`src/rtl/operand2_stage.sv`:
```
// operand2_stage: decodes the SPARC operand-2 value (N) from the instruction word and rs2,
// and buffers it in a DEPTH-entry valid/ready FIFO with flush and an illegal-encoding counter.
`default_nettype none

module operand2_stage #(
  parameter  int DATA_W   = 32,
  parameter  int SHAMT_W  = 5,
  parameter  int DEPTH    = 2,
  parameter  int ERRCNT_W = 8,
  localparam int CNT_W    = $clog2(DEPTH + 1),
  localparam int PTR_W    = (DEPTH > 1) ? $clog2(DEPTH) : 1
) (
  input  logic                clk,
  input  logic                reset,
  input  logic                flush,
  input  logic                in_valid,
  output logic                in_ready,
  input  logic [31:0]         in_instr,
  input  logic [DATA_W-1:0]   in_rs2,
  output logic                out_valid,
  input  logic                out_ready,
  output logic [DATA_W-1:0]   out_n,
  output logic [2:0]          out_mode,
  output logic                out_err,
  output logic [CNT_W-1:0]    count,
  output logic [ERRCNT_W-1:0] err_count
);

  localparam logic [2:0] MODE_REG    = 3'd0;
  localparam logic [2:0] MODE_SIMM13 = 3'd1;
  localparam logic [2:0] MODE_SETHI  = 3'd2;
  localparam logic [2:0] MODE_SHIFT  = 3'd3;
  localparam logic [2:0] MODE_DISP22 = 3'd4;
  localparam logic [2:0] MODE_DISP30 = 3'd5;
  localparam logic [2:0] MODE_ILLEGAL = 3'd7;

  localparam logic [CNT_W-1:0] FULL_CNT = CNT_W'(DEPTH);
  localparam logic [PTR_W-1:0] LAST_PTR = PTR_W'(DEPTH - 1);

  // Instruction fields
  logic [1:0] op;
  logic [2:0] op2;
  logic [5:0] op3;
  logic       imm_sel;

  assign op      = in_instr[31:30];
  assign op2     = in_instr[24:22];
  assign op3     = in_instr[24:19];
  assign imm_sel = in_instr[13];

  logic [DATA_W-1:0] sethi_val;
  logic [DATA_W-1:0] disp22_val;
  logic [DATA_W-1:0] disp30_val;
  logic [DATA_W-1:0] simm13_val;
  logic [DATA_W-1:0] shamt_val;
  logic [SHAMT_W-1:0] shamt_src;
  logic               is_shift;

  assign sethi_val  = DATA_W'({in_instr[21:0], 10'b0});
  assign disp22_val = DATA_W'($signed(in_instr[21:0])) << 2;
  assign disp30_val = DATA_W'($signed(in_instr[29:0])) << 2;
  assign simm13_val = DATA_W'($signed(in_instr[12:0]));
  assign shamt_src  = imm_sel ? in_instr[SHAMT_W-1:0] : in_rs2[SHAMT_W-1:0];
  assign shamt_val  = DATA_W'(shamt_src);
  assign is_shift   = (op3 == 6'b100101) || (op3 == 6'b100110) || (op3 == 6'b100111);

  logic [DATA_W-1:0] dec_n;
  logic [2:0]        dec_mode;
  logic              dec_err;

  always_comb begin
    dec_n    = '0;
    dec_mode = MODE_REG;
    dec_err  = 1'b0;
    case (op)
      2'b00: begin
        if (op2 == 3'b100) begin
          dec_n    = sethi_val;
          dec_mode = MODE_SETHI;
        end else if ((op2 == 3'b010) || (op2 == 3'b110)) begin
          dec_n    = disp22_val;
          dec_mode = MODE_DISP22;
        end else begin
          dec_n    = '0;
          dec_mode = MODE_ILLEGAL;
          dec_err  = 1'b1;
        end
      end
      2'b01: begin
        dec_n    = disp30_val;
        dec_mode = MODE_DISP30;
      end
      default: begin
        // Shift decoding applies only to the arithmetic (op=10) group
        if ((op == 2'b10) && is_shift) begin
          dec_n    = shamt_val;
          dec_mode = MODE_SHIFT;
        end else if (imm_sel) begin
          dec_n    = simm13_val;
          dec_mode = MODE_SIMM13;
        end else begin
          dec_n    = in_rs2;
          dec_mode = MODE_REG;
        end
      end
    endcase
  end

  logic [CNT_W-1:0]    count_q,  count_d;
  logic [PTR_W-1:0]    wr_ptr_q, wr_ptr_d;
  logic [PTR_W-1:0]    rd_ptr_q, rd_ptr_d;
  logic [ERRCNT_W-1:0] err_cnt_q, err_cnt_d;

  logic [DATA_W-1:0] mem_n_q    [DEPTH];
  logic [2:0]        mem_mode_q [DEPTH];
  logic              mem_err_q  [DEPTH];

  logic push;
  logic pop;

  assign in_ready  = (count_q < FULL_CNT) && !reset;
  assign out_valid = (count_q != '0);
  assign push      = in_valid && in_ready;
  assign pop       = out_valid && out_ready;

  always_comb begin
    count_d   = count_q;
    wr_ptr_d  = wr_ptr_q;
    rd_ptr_d  = rd_ptr_q;
    err_cnt_d = err_cnt_q;
    if (flush) begin
      count_d  = '0;
      wr_ptr_d = '0;
      rd_ptr_d = '0;
    end else begin
      if (push) begin
        wr_ptr_d = (wr_ptr_q == LAST_PTR) ? '0 : wr_ptr_q + 1'b1;
        if (dec_err && (err_cnt_q != '1)) begin
          err_cnt_d = err_cnt_q + 1'b1;
        end
      end
      if (pop) begin
        rd_ptr_d = (rd_ptr_q == LAST_PTR) ? '0 : rd_ptr_q + 1'b1;
      end
      case ({push, pop})
        2'b10:   count_d = count_q + 1'b1;
        2'b01:   count_d = count_q - 1'b1;
        default: count_d = count_q;
      endcase
    end
  end

  always_ff @(posedge clk) begin
    if (reset) begin
      count_q   <= '0;
      wr_ptr_q  <= '0;
      rd_ptr_q  <= '0;
      err_cnt_q <= '0;
    end else begin
      count_q   <= count_d;
      wr_ptr_q  <= wr_ptr_d;
      rd_ptr_q  <= rd_ptr_d;
      err_cnt_q <= err_cnt_d;
    end
  end

  // Storage is not reset; outputs are masked whenever the FIFO is empty
  always_ff @(posedge clk) begin
    if (push && !flush) begin
      mem_n_q[wr_ptr_q]    <= dec_n;
      mem_mode_q[wr_ptr_q] <= dec_mode;
      mem_err_q[wr_ptr_q]  <= dec_err;
    end
  end

  assign out_n     = out_valid ? mem_n_q[rd_ptr_q]    : '0;
  assign out_mode  = out_valid ? mem_mode_q[rd_ptr_q] : 3'd0;
  assign out_err   = out_valid ? mem_err_q[rd_ptr_q]  : 1'b0;
  assign count     = count_q;
  assign err_count = err_cnt_q;

endmodule

`default_nettype wire

```
`config.mk`:
```
export PLATFORM = sky130hd
export DESIGN_NAME = operand2_stage
export DESIGN_NICKNAME = d
export VERILOG_FILES = /design/src/rtl/operand2_stage.sv
export SDC_FILE = /design/constraint.sdc
export NUM_CORES = 1
export LEC_CHECK = 0
export CORE_MARGIN = 2
export CORE_UTILIZATION = 31
export DETAILED_ROUTE_END_ITERATION = 6
export GPL_TIMING_DRIVEN = 0
export PLACE_DENSITY_LB_ADDON = 0.1
export SKIP_CTS_REPAIR_TIMING = 1
export SKIP_LAST_GASP = 1
export SYNTH_ARGS = -nofsm -noshare
export SYNTH_HDL_FRONTEND = slang
export SYNTH_SLANG_ARGS = --single-unit
export TNS_END_PERCENT = 5
```
`constraint.sdc`:
```
create_clock -name clk -period 3.9 [get_ports clk]
set_input_delay 0.975 -clock clk [delete_from_list [all_inputs] [get_ports clk]]
set_output_delay 0.975 -clock clk [all_outputs]
set_load 0.02 [all_outputs]
```
==> results.cfg, run 1 <==
[outcome]
status = complete, no violations

[sta]
rsz0062_at_grt = false
tightest_slew_ns = 0.795
finalHoldViolations = 0
finalCriticalPeriod_ns = 3.57
setup_tns_ns = 0
drv_slew = 0
holdWs_ns = 0.521
fmax_ghz = 0.280
clock_skew_ns = 0.00743
min_period_over_period_pct = 91.4
final-setup-viol-count = 0
relSlewSlack_pct = 46.8

[placement]
place.port_buffers = 114
dpl.hpwl_mm = 8.86
finalWeightedCongestion = 0.773

[critical_path]
r2r_end = count[1]
slowest_delay_ns = 0.64
cp-start-kind = flop
end_kind = output port
r2r_start = count[1]
critPathKind = flop to output port
arrival_ns = 2.59
path_buf_inv = 2
critPathSlowestCell = nor2_1
cpLargestDelayFamily = buffers and inverters
rrSetupSlack_ns = 1.75
critPathRequiredTime_ns = 2.92
critical_path.most_common_cell = nor2_1
crit_chain = nor2_1, clkbuf_1, nor2_1, clkdlybuf4s50_1
cp_max_fo = 10
worstRegToRegCells = 7

[finish]
drive_gt1_share_pct = 7.10
fin_nets = 559
synthToLayoutAreaGrowth_pct = 41.1
diodes = 0

[power]
p_sw_mw = 0.501
switching_share_pct = 23.9
p_leak_nw = 1.89
power.density_mw_per_mm2 = 358
pwr-share-clk_pct = 37.8
power_frac_comb_pct = 13.7
vdd_drop_max_uv = 155
p_int_mw = 1.60
seq_power_share_pct = 48.5

[drt]
ant_nets = 0
drcViolationCount = 0
vias = 3381
avgRoutedWirePerCell_um = 17.9
totalWireLength_mm = 12.0
vias_per_cell = 5.05
dr.pass1.iters = 5
drtIter0Drc = 178

[grt]
first_global_vias = 3393
grt_util_all_layers_pct = 16.9
gr-total-overflow = 0
antenna_found_initial = 0
grt_max_degree = 31
grt_pass1_wl_mm = 18.2

[yosys]
postSynth.asyncResetShare_pct = 0
synth-edff-count = 72
synth_flop_cell = edfxtp_1
synth_top_area_cell = edfxtp_1
yosys_warnings = 0
syn_inst = 360
ys_ff_latch = 85
yosysTopAreaCellShare_pct = 52.0
syn_nets = 431
ys_seq_area_share_pct = 58.3
synth_commonest_cells = edfxtp_1, nor2_1, mux2i_1
synth_cell_types = 42
avgSynthCellArea_um2 = 11.5
synth_area_leaders = edfxtp_1, mux2i_1, dfxtp_1
yosysMostFrequentCell = edfxtp_1
syn_area_mm2 = 0.00415

[min_path]
whs_path_depth = 2
min_to = err_count[6]
worst_hold_startpoint = err_count[6]
hp-class = flop to flop

[floorplanning]
start_util_pct = 31.5
pin_count = 117
row_count = 42
die_area_mm2 = 0.0143
coreArea_mm2 = 0.0132
dieWidth_um = 120
dieHeight_um = 120

[cts]
cts-root-buf = clkbuf_16
cts_buffers = 9
htree_levels = 3
clk_latency_ns = 0.34
clk_pin_slew_ns = 0.06
tritoncts = yes
cts_max_path_buffers = 2
clock_sinks = 85

[job]
maxCapViolCount = 0
-- sequential cells by signal, summed over array words and instances (netlist names), named ones only --
register and count:
rd_ptr_q 1, err_count 8, wr_ptr_q 1, count 2
mem_n_q 64, mem_err_q 2, mem_mode_q 6
-- power by group through the flow --
| stage | clock network [mW] | registers [mW] | logic [mW] |
|---|---|---|---|
| 2_1_floorplan | 0 | 1.04 | 0.131 |
| 3_3_place_gp | 0 | 1.04 | 0.282 |
| 3_5_place_dp | 0 | 1.04 | 0.288 |
| 4_1_cts | 0.804 | 1.02 | 0.290 |
| 5_1_grt | 0.840 | 1.02 | 0.311 |
| 6_report | 0.794 | 1.02 | 0.288 |
-- metrics by stage --
step,power (mW),util (%),instance area [um^2],std cells,setup slack (ns)
5_1_grt,2.17,44.4,5860,669,0.147
3_5_place_dp,1.33,42.4,5590,653,0.554
3_3_place_gp,1.32,41.9,5520,650,-0.891
6_report,2.10,44.4,5860,669,0.334
2_1_floorplan,1.17,-,4160,360,0.561
4_1_cts,2.11,44.4,5860,669,0.233
-- kinds of logic after synthesis --
group	synth area share [%]
compound gates	13.0
xor+xnor	1.05
fa+ha+maj	0.602
buf+inv	2.83
flops	58.3
mux	11.9
simple gates	12.3
-- layout by cell type (no fill, tap or decap), drive strengths merged, types with 4 or more instances in the layout --
cell and count:
buf 12, a21oi 26, clkdlybuf4s50 114, dfxtp 13, and2 4, o21ai 26
nand3 4, o221ai 8, nor2 57, nor3 7, clkbuf 27, a22oi 13
nand2 15, edfxtp 72, mux2i 46
-- worst max path at each step --
stage / startpoint / endpoint / slack, ns / depth (start not counted)
after floorplan: reset / mem_err_q[0] / 0.56 / 3
after global placement: reset / mem_n_q[0][16] / -0.89 / 4
after detailed placement: reset / in_ready / 0.55 / 3
after CTS: count[1] / out_n[13] / 0.23 / 4
after global routing: count[1] / out_n[13] / 0.15 / 4
final: count[1] / out_n[22] / 0.33 / 4
-- tightest hold or removal path: stages, from the launching register on --
cell	delay, ns
dfxtp_1	0.35
o41ai_1	0.07
a21oi_1	0.06
-- metal layers --
metal  wire length, um  GRT usage, %  vias up
met3               624          2.76       15
met2              5720          27.3      137
met1              5420          22.9     1613
met4               224          6.62        0
met5                 0             0        -
li1                  -             -     1616
-- final cells by class --
type	count	area, um^2
sequential	85	2420
fill	1248	7330
inverter	3	11.3
clock buffer	12	246
buffer	24	106
timing repair buffer	117	1200
clock inverter	4	25.0
multi-input combinational	248	1630
tap	176	220
Note: power is estimated with default switching activity, not from simulation.
==> inputs of run 2 (changes only) <==
--- a/config.mk
+++ b/config.mk
@@ -8,6 +8,7 @@
 export CORE_MARGIN = 2
 export CORE_UTILIZATION = 31
 export DETAILED_ROUTE_END_ITERATION = 6
+export DONT_BUFFER_PORTS = 1
 export GPL_TIMING_DRIVEN = 0
 export PLACE_DENSITY_LB_ADDON = 0.1
 export SKIP_CTS_REPAIR_TIMING = 1
==> constraint.sdc (replaced) <==
create_clock -name clk -period 3.3 [get_ports clk]
set_input_delay 0.825 -clock clk [delete_from_list [all_inputs] [get_ports clk]]
set_output_delay 0.825 -clock clk [all_outputs]
set_load 0.02 [all_outputs]
==> run 2 against run 1 <==
Sequential power is 18% higher. Global-route usage is 0.15 points higher. Largest power group unchanged. Power is 15% higher. Wire length is 0.46% lower. Critical path type unchanged. Register-to-register slack worse by 0.77 ns. Critical endpoint is now out_mode[0]. Die area stayed put. Clock power is 27% higher. Critical path depth stayed put. Cell area is 19% lower. Worst hold slack better by 0.023 ns. Final cell count is 17% lower. Sequential cell count stayed put.
==> results.cfg, run 2 (synthesized netlist as in run 1, its figures left out) <==
[outcome]
status = complete, no violations

[placement]
place.port_buffers = 0
placed_area_mm2 = 0.00447
finalWeightedCongestion = 0.773
dpl.hpwl_mm = 8.58
pre_cts_ws_ns = 0.391

[grt]
first_global_vias = 3055
gr-total-overflow = 0
antenna_found_initial = 0
grt_pass1_wl_mm = 18.1
grt_util_all_layers_pct = 17.1
grt_max_degree = 20

[finish]
synthToLayoutAreaGrowth_pct = 14.7
largest_reg_flops = 64
fin_area_mm2 = 0.00476
diodes = 0
regMostFlops = mem_n_q
fin_nets = 445
final_cell_mix = edfxtp_1, nor2_1, mux2i_1
final_common_cell = edfxtp_1
drive_gt1_share_pct = 9.50

[floorplanning]
coreArea_mm2 = 0.0132
dieWidth_um = 120
die_area_mm2 = 0.0143
start_util_pct = 31.5
pin_count = 117
row_count = 42
dieHeight_um = 120

[sta]
worst_slack_ns = 0.331
finalCriticalPeriod_ns = 2.97
setup_tns_ns = 0
fmax_ghz = 0.337
finalHoldViolations = 0
relSlewSlack_pct = 50.6
final-setup-viol-count = 0
tightest_slew_ns = 0.741
clock_skew_ns = 0.00545
rsz0062_at_grt = false
holdWs_ns = 0.544
min_period_over_period_pct = 90.0
drv_slew = 0

[drt]
dr.pass1.iters = 4
avgRoutedWirePerCell_um = 21.5
ant_nets = 0
drtIter0Drc = 171
totalWireLength_mm = 11.9
vias_per_cell = 5.17
drcViolationCount = 0
vias = 2868

[critical_path]
end_kind = output port
cp_max_fo = 10
arrival_ns = 2.14
critPathRequiredTime_ns = 2.47
cp-start-kind = flop
critPathKind = flop to output port

[cts]
tritoncts = yes
htree_levels = 3
clk_pin_slew_ns = 0.06
clock_sinks = 85
cts_buffers = 9
cts_max_path_buffers = 2
cts-root-buf = clkbuf_16
clk_latency_ns = 0.34

[job]
maxCapViolCount = 0

[power]
pwr-share-clk_pct = 41.7
power_frac_comb_pct = 8.7
vdd_drop_max_uv = 174
seq_power_share_pct = 49.7
power.density_mw_per_mm2 = 509
switching_share_pct = 23.6
p_int_mw = 1.85
p_leak_nw = 1.49
power_mw = 2.42
p_sw_mw = 0.571

[min_path]
hp-class = input port to flop
run 2: cell count changes in the layout (fill, tap and decap cells not counted), sizes merged:
cell and delta:
bufinv +1, clkdlybuf4s50 -114, inv +1, clkbuf -2
run 2: metrics by stage:
stage               utilization [%]  instances
floorplan                         -        360
global placement               33.2        536
detailed placement             33.9        539
CTS                            36.1        555
global route                   36.1        555
finish                         36.1        555
run 2: worst max-delay path, stage by stage, from the launching register on:
cell	delay, ns
dfxtp_1	0.30
clkbuf_1	0.52
buf_2	0.45
mux2i_1	0.15
nor2_1	0.38
run 2: path summary, 6_finish.rpt:
path,from,end,slack (ns),cells after the start
hold reg to reg,rd_ptr_q,flop,0.57,2
setup / recovery,flop,out_mode[0],0.33,4
hold / removal,reset,err_count[5],0.54,1
setup reg to reg,count[1],mem_n_q[0][16],0.98,5
run 2: cell type report:
type	instances	area (um^2)
Clock buffer	10	229
Timing Repair Buffer	3	82.6
Buffer	24	106
Inverter	3	11.3
Tap cell	176	220
Clock inverter	6	62.6
Sequential cell	85	2420
Multi-Input combinational cell	248	1630
Fill cell	1307	8430
run 2: power by group through the flow:
| stage | sequential [mW] | clock (mW) | combinational (mW) |
|---|---|---|---|
| 6_report | 1.20 | 1.01 | 0.210 |
| 5_1_grt | 1.21 | 1.08 | 0.232 |
| 4_1_cts | 1.20 | 1.03 | 0.212 |
| 3_5_place_dp | 1.23 | 0 | 0.212 |
| 3_3_place_gp | 1.23 | 0 | 0.203 |
| 2_1_floorplan | 1.23 | 0 | 0.154 |
run 2: routing by layer:
layer / up-vias / wire, um / global-route usage, %
met2: 99 / 5670 / 27.3
li1: 1392 / - / -
met4: 0 / 155 / 6.40
met1: 1368 / 5180 / 21.9
met5: - / 0 / 0
met3: 9 / 922 / 5.04
==> inputs of run 3 (changes only) <==
--- a/config.mk
+++ b/config.mk
@@ -5,8 +5,9 @@
 export SDC_FILE = /design/constraint.sdc
 export NUM_CORES = 1
 export LEC_CHECK = 0
+export CAP_MARGIN = 20
 export CORE_MARGIN = 2
-export CORE_UTILIZATION = 31
+export CORE_UTILIZATION = 44
 export DETAILED_ROUTE_END_ITERATION = 6
 export DONT_BUFFER_PORTS = 1
 export GPL_TIMING_DRIVEN = 0
==> run 3 against run 2 <==
Sequential share of layout area up 1.7 points. Global-route usage is 3.9 points higher. Wire length decreased by 11%. Combinational power shrank 3%. Cell area is 3.2% lower. Power decreased by 5.8%. Sequential power about the same. Worst hold slack lost 0.015 ns. Clock-buffer cell count is 1 lower. Clock power shrank 13%. Critical path type unchanged.
==> results.cfg, run 3 (synthesized netlist as in run 1, its figures left out) <==
[power]
power.density_mw_per_mm2 = 495
vdd_drop_max_uv = 252
p_leak_nw = 1.46

[floorplanning]
dieWidth_um = 101
row_count = 35
coreArea_mm2 = 0.00920
dieHeight_um = 101
die_area_mm2 = 0.0102
pin_count = 117
start_util_pct = 45.2

[placement]
finalWeightedCongestion = 0.800
pre_cts_ws_ns = 0.586
place.port_buffers = 0
place_inst = 474
dpl.hpwl_mm = 7.75

[cts]
htree_levels = 3
cts-root-buf = clkbuf_8
cts_max_path_buffers = 2
cts_buffers = 9
clk_pin_slew_ns = 0.09
clock_sinks = 85
clk_latency_ns = 0.35
tritoncts = yes

[critical_path]
endpoint = out_mode[0]
arrival_ns = 2.23
crit_chain = nor2_1, clkbuf_1, nor2_1
critPathSlowestCell = nor2_1
path_buf_inv = 1
slowest_delay_ns = 0.70
cp-start-kind = flop
cp_max_fo = 10
end_kind = output port
r2r_start = count[1]
rrSetupSlack_ns = 0.78
worstRegToRegCells = 8
critPathKind = flop to output port
cpLargestDelayFamily = simple AND/OR/NAND/NOR gates
r2r_end = count[1]
critPathRequiredTime_ns = 2.47
cp-startpoint = count[1]
critical_path.most_common_cell = nor2_1
worst-path-stages = 3

[finish]
fillers = 865
final_common_cell = edfxtp_1
diodes = 0
final_cell_mix = edfxtp_1, nor2_1, mux2i_1
drive_gt1_share_pct = 9.50
fin_cells = 490
regMostFlops = mem_n_q
fin_nets = 445
finish.utilization_pct = 50.2
synthToLayoutAreaGrowth_pct = 11.1
largest_reg_flops = 64

[sta]
finalCriticalPeriod_ns = 3.05
relSlewSlack_pct = 44.2
rsz0062_at_grt = false
worst_slack_ns = 0.250
min_period_over_period_pct = 92.4
tightest_slew_ns = 0.835
final-setup-viol-count = 0
drv_slew = 0
finalHoldViolations = 0
clock_skew_ns = 0.0109
setup_tns_ns = 0
fmax_ghz = 0.328

[drt]
ant_nets = 0
drcViolationCount = 0
vias = 2954
avgRoutedWirePerCell_um = 21.8
vias_per_cell = 6.03
dr.pass1.iters = 4
drtIter0Drc = 119
totalWireLength_mm = 10.7

[grt]
grt_pass1_wl_mm = 15.9
grt_max_degree = 20
first_global_vias = 2959
gr-total-overflow = 0
antenna_found_initial = 0
grt_util_all_layers_pct = 21.0

[job]
maxCapViolCount = 0

[outcome]
status = complete, no violations

[min_path]
hp-class = input port to flop
==> run 3: changes by cell type in the layout (fill, tap and decap cells not counted) <==
cell / before / now
inv_6: 1 / 0
nor2_1: 56 / 57
bufinv_16: 1 / 3
buf_8: 0 / 1
clkbuf_8: 0 / 9
buf_16: 3 / 2
clkbuf_16: 9 / 0
clkbuf_1: 16 / 15
nor2_2: 1 / 0
==> run 3: report_power, final <==
group	switching (mW)	internal [mW]
registers	0.00726	1.20
clock network	0.377	0.499
logic	0.136	0.0684
total	0.520	1.76
==> run 3: layout make-up <==
cell class	instances	area (um^2)	area share, %
sequential	85	2420	52.5
clock inverter	7	114	2.47
tap	111	139	3.01
timing repair buffer	3	70.1	1.52
clock buffer	9	124	2.69
inverter	3	11.3	0.244
multi-input combinational	248	1630	35.3
buffer	24	106	2.31
==> run 3: worst min path at each step <==
| stage | slack [ns] | depth (start not counted) | to | startpoint |
|---|---|---|---|---|
| finish | 0.53 | 1 | err_count[5] | reset |
| global route | 0.50 | 1 | err_count[5] | reset |
| CTS | 0.51 | 1 | err_count[5] | reset |
| detailed placement | 0.54 | 2 | rd_ptr_q | rd_ptr_q |
| global placement | 0.53 | 2 | rd_ptr_q | rd_ptr_q |
| floorplan | 0.52 | 2 | flop | rd_ptr_q |
==> run 3: stage by stage <==
| stage | area, um^2 | power (mW) | hold WS (ns) |
|---|---|---|---|
| floorplan | 4160 | 1.38 | 0.518 |
| global placement | 4300 | 1.42 | 0.534 |
| detailed placement | 4380 | 1.43 | 0.540 |
| CTS | 4610 | 2.30 | 0.514 |
| global route | 4610 | 2.37 | 0.504 |
| finish | 4610 | 2.28 | 0.529 |
==> run 3: metal layers <==
layer	vias up	GRT usage [%]	part of all wire [%]	wire length [um]
met5	-	0	0	0
met4	0	5.72	0.82	87
met3	8	7.66	9.0	960
met2	109	34.8	49	5250
met1	1457	26.2	41	4370
li1	1380	-	-	-
==> RTL edit 1: new RTL, config.mk and constraints of run 3 <==
`ERRCNT_W`: 8 -> 12.
--- a/src/rtl/operand2_stage.sv
+++ b/src/rtl/operand2_stage.sv
@@ -6,7 +6,7 @@
   parameter  int DATA_W   = 32,
   parameter  int SHAMT_W  = 5,
   parameter  int DEPTH    = 2,
-  parameter  int ERRCNT_W = 8,
+  parameter  int ERRCNT_W = 12,
   localparam int CNT_W    = $clog2(DEPTH + 1),
   localparam int PTR_W    = (DEPTH > 1) ? $clog2(DEPTH) : 1
 ) (
Interface: changed (resized err_count); port bits go from 117 to 121. The function was not compared with the original's and may differ.
==> RTL edit 1 against run 3 <==
  * Wire length rose by 4.2%
  * Synthesized area up 7.3%
  * Worst setup slack gained 0.12 ns
  * Power fell by 6.8%
  * Design area increased by 6.0%
  * Global-route usage decreased by 0.97 points
  * Core utilization is 0.37 points lower
  * Sequential cell count up 4
  * Critical path type unchanged
  * Critical endpoint is now out_n[22]
  * Largest power group unchanged
==> RTL edit 1: results (changes against run 3) <==
Setup path
The data arrival time at the worst-slack endpoint is 2.11 ns (-0.12 ns). The path depth of the worst reg2reg path is 7 (-1). The maximum single-stage delay on the critical path is 0.50 ns (-0.20 ns).

On the critical path the largest part of the delay comes from buffers and inverters. The worst-path cell with the longest stage delay is sky130_fd_sc_hd__clkbuf_1. The setup slack of the worst register-to-register path was 1.07 ns (+0.29 ns).

Worst hold path
The endpoint of the worst hold path is count[1]$_SDFFE_PP0P_. In this run the most critical hold path is launched from flush.

Synthesis
In the post-synthesis netlist, the biggest area contributors are sky130_fd_sc_hd__edfxtp_1 (49%), sky130_fd_sc_hd__mux2i_1 (10%), sky130_fd_sc_hd__dfxtp_1 (7.6%). The post-synthesis cell count is 386 (+7.2%). The synthesized flop and latch total is 89 (+4.7%).

The fraction of synthesized cell area in xor and xnor cells is 0.983% (-0.071 points).

Global route
The met3 track utilization from global routing is 6.74% (-0.92 points).

Power
The leakage power total is 1.52 nW (+4.6%).

Finish
The post-layout net count is 471 (+5.8%). The share of layout cells above drive strength 1 is 11.1% (+1.6 points). The area taken by multi-input logic gates is 1800 µm² (+11%). The number of signal-net inverters in the final layout is 6 (+3). The proportion of cell area spent on the clock network came to 3.48% (-1.7 points). The proportion of final cell area spent on non-clock buffers came to 4.71% (+0.88 points). The number of buffers other than clock buffers in the final layout was 33 (+22%).

The multi-input gate count came to 261 (+5.2%).

Placed design
The final weighted congestion of routability-driven global placement was 0.857 (+7.2%). The number of placed instances, taps included came to 522 (+10%). The pre-CTS setup slack came to 0.494 ns (-0.0917 ns).

Route
The aggregate routed wire length is 11100 µm (+4.2%). The number of design-rule violations left by the first detailed-router iteration came to 191 (+61%). The average via count per standard cell is 5.93 (-1.6%). The total met2 wirelength after detailed routing is 5430 µm (+3.4%). The detailed-route wire length on metal 1 is 4560 µm (+4.4%). The detailed-routed wire length on met3 is 943 µm (-1.8%).

Run status
The run finished with clean final reports.
RTL edit 1: cell types whose count changed in the layout (fill, tap and decap cells not counted), sizes merged, moves of 5 or more:
cell,run 3,this run
buf,12,17
o21ai,26,6
o22ai,0,13
o2bb2ai,0,5
RTL edit 1: power breakdown:
group / internal [mW] / total [mW] / switching [mW]
registers: 1.24 / 1.25 / 0.00734
clock network: 0.271 / 0.652 / 0.382
logic: 0.0771 / 0.224 / 0.147
RTL edit 1: worst max path at each step:
stage / end / from / cells past startpoint / slack, ns
after floorplan: mem_err_q[0]$_DFFE_PP_ / reset / 4 / 0.52
after global placement: mem_n_q[0][3]$_DFFE_PP_ / reset / 4 / -0.07
after detailed placement: out_n[10] / count[1]$_SDFFE_PP0P_ / 3 / 0.49
after CTS: out_n[10] / count[1]$_SDFFE_PP0P_ / 3 / 0.09
after global routing: out_n[7] / flip-flop / 4 / 0.25
final: out_n[22] / flip-flop / 4 / 0.37
RTL edit 1: cells by family (layout without fill, tap and decap cells):
logic type / Yosys count / in the layout
simple gates: 110 / 110
mux: 49 / 49
flops: 89 / 89
xor+xnor: 5 / 5
fa+ha+maj: 2 / 2
buf+inv: 36 / 55
compound gates: 95 / 95
RTL edit 1: stage by stage:
step / cell area (µm²) / setup TNS [ns] / power, mW / hold slack, ns / util [%]
2_1_floorplan: 4470 / 0 / 1.44 / 0.518 / -
3_3_place_gp: 4630 / -2.53 / 1.49 / 0.533 / 47.2
3_5_place_dp: 4720 / 0 / 1.50 / 0.540 / 48.0
4_1_cts: 4890 / 0 / 2.14 / 0.522 / 49.8
5_1_grt: 4890 / 0 / 2.21 / 0.511 / 49.8
6_report: 4890 / 0 / 2.13 / 0.535 / 49.8
==> RTL edit 2: new RTL, settings of run 3 <==
Made on the original files. Reset style: asynchronous (`reset`), changed in one clocked block.
--- a/src/rtl/operand2_stage.sv
+++ b/src/rtl/operand2_stage.sv
@@ -150,7 +150,7 @@
     end
   end
 
-  always_ff @(posedge clk) begin
+  always_ff @(posedge clk or posedge reset) begin
     if (reset) begin
       count_q   <= '0;
       wr_ptr_q  <= '0;
Check against the original RTL: differs if reset is asserted again (counterexample within 4 cycles, from zero or initial values and one cycle with reset high); with reset held inactive, the same outputs for 4 cycles.
==> RTL edit 2 against run 3 <==
  * Sequential cell count decreased by 1
  * Synthesized area is 0.42% higher
  * Worst setup slack got worse by 0.041 ns
  * Maximum frequency is 1.3% lower
  * Clock power fell by 11%
  * Power increased by 2.0%
  * Die area grew 0.41%
  * Register-to-register slack better by 0.17 ns
  * Clock skew down 0.0041 ns
  * Wire length decreased by 4.4%
  * Sequential power is 4% higher
  * Design area rose by 0.33%
  * Critical path type unchanged
==> RTL edit 2: results (changes against run 3) <==
Run status
The run finished with clean final reports.

Synthesis
In the synthesized netlist, the cells that appear most often are sky130_fd_sc_hd__edfxtp_1 (72), sky130_fd_sc_hd__nor2_1 (56), sky130_fd_sc_hd__mux2i_1 (46). Ranked by total cell area, the synthesized netlist is headed by sky130_fd_sc_hd__edfxtp_1 (52%), sky130_fd_sc_hd__mux2i_1 (11%), sky130_fd_sc_hd__dfrtp_1 (7.2%). The proportion of synthesized flip-flops having asynchronous set or reset was 14.3% (+14 points).

The average cell area after synthesis is 11.9 µm² (+3.3%). The sequential share of the synthesized area is 59.0% (+0.71 points). The fraction of synthesized cell area in xor and xnor cells is 1.68% (+0.63 points). The number of library cell types mapped by synthesis was 40 (-4.8%). The net count of the mapped netlist is 420 (-2.6%).

The synthesized-area fraction occupied by adder cells is 0.300% (-0.30 points). The post-synthesis mux area share is 12.4% (+0.49 points). The share of the synthesized area in compound gates (AO/OA/AOI/OAI) is 12.1% (-0.95 points).

Power
The power density over the cells was 503 nW/µm² (+1.7%). The flip-flop and latch power is 1.25 mW (+4%). The leakage power total is 1.59 nW (+8.8%). The clock network power is 778 µW (-11%).

The maximum vdd drop was 331 µV (+31%). The net switching component of the power is 595 µW (+14%).

Setup path
The endpoint of the worst register-to-register path is mem_n_q[0][25]$_DFFE_PP_. The setup slack of the worst register-to-register path is 0.95 ns (+0.17 ns). The data arrival time at the worst-slack endpoint is 2.27 ns (+0.04 ns). The path depth of the worst reg2reg path was 4 (-4).

Following the worst setup path forward leads to its endpoint at out_n[20]. In this run the critical register-to-register path is launched from count[1]$_DFFE_PP0P_. The maximum single-stage delay on the critical path is 0.64 ns (-0.06 ns).

Timing
The worst hold slack is 0.372 ns (-0.157 ns). The transition time at the pin with the least slew margin is 0.769 ns (-0.0658 ns). The top achievable clock speed is 323 MHz (-1.3%). The final setup skew is 0.00682 ns (-0.00410 ns).

Clock network
The number of H-tree branching levels is 3 (unchanged). The number of buffers between clock root and the deepest sink was 2 (unchanged). Clock-pin slew was measured on the worst setup and hold paths at 0.08 ns.

Finish
The layout filler cell count was 869 (+0.46%). The share of layout cells above drive strength 1 came to 10.3% (+0.80 points). The post-layout net count came to 434 (-2.5%). The utilization after layout came to 50.1% (-0.075 points).

Global route
The global-route usage over all layers is 20.2% (-0.82 points). The maximum number of pins on one net before global-route repair is 23 (+15%). The number of global-route vias before repair is 2820 (-4.7%). The first-pass GRT wire length came to 15400 µm (-3.1%).

Route
The number of design-rule violations left by the first detailed-router iteration is 116 (-2.5%). The average via count per standard cell is 5.68 (-5.8%). The aggregate routed wire length is 10200 µm (-4.4%).

The wire length per cell after detailed routing is 20.5 µm (-6.0%).

Placed design
The pre-CTS setup slack is 0.591 ns (+0.00507 ns). The detailed placement HPWL is 7360 µm (-5.1%). The final weighted congestion of routability-driven global placement is 0.773 (-3.3%). The number of placed instances, taps included is 482 (+1.7%). The area after detailed placement is 4420 µm² (+1.0%).

Worst hold path
The type of the worst min-delay path is input port to asynchronous set/reset pin.
RTL edit 2: changes by cell type after synthesis, sizes merged, moves of 5 or more:
cell / before / now
dfxtp: 13 / 0
dfrtp: 0 / 12
o22ai: 0 / 13
xor2: 2 / 8
o21ai: 26 / 4
o2bb2ai: 0 / 5
a21oi: 26 / 21
nand2: 15 / 21
RTL edit 2: layout make-up:
class | count | area share (%)
Inverter | 3 | 0.243
Sequential cell | 84 | 53.2
Clock buffer | 11 | 2.84
Timing Repair Buffer | 3 | 1.62
Buffer | 26 | 2.65
Tap cell | 129 | 3.49
Multi-Input combinational cell | 237 | 34.3
Clock inverter | 5 | 1.65
RTL edit 2: routing by layer:
metal	vias to the layer above	global-route usage, %	share of wire, %
met5	-	0	0
met4	0	4.99	1.3
met3	10	7.94	8.4
met2	101	30.6	46
met1	1382	27.6	45
li1	1334	-	-
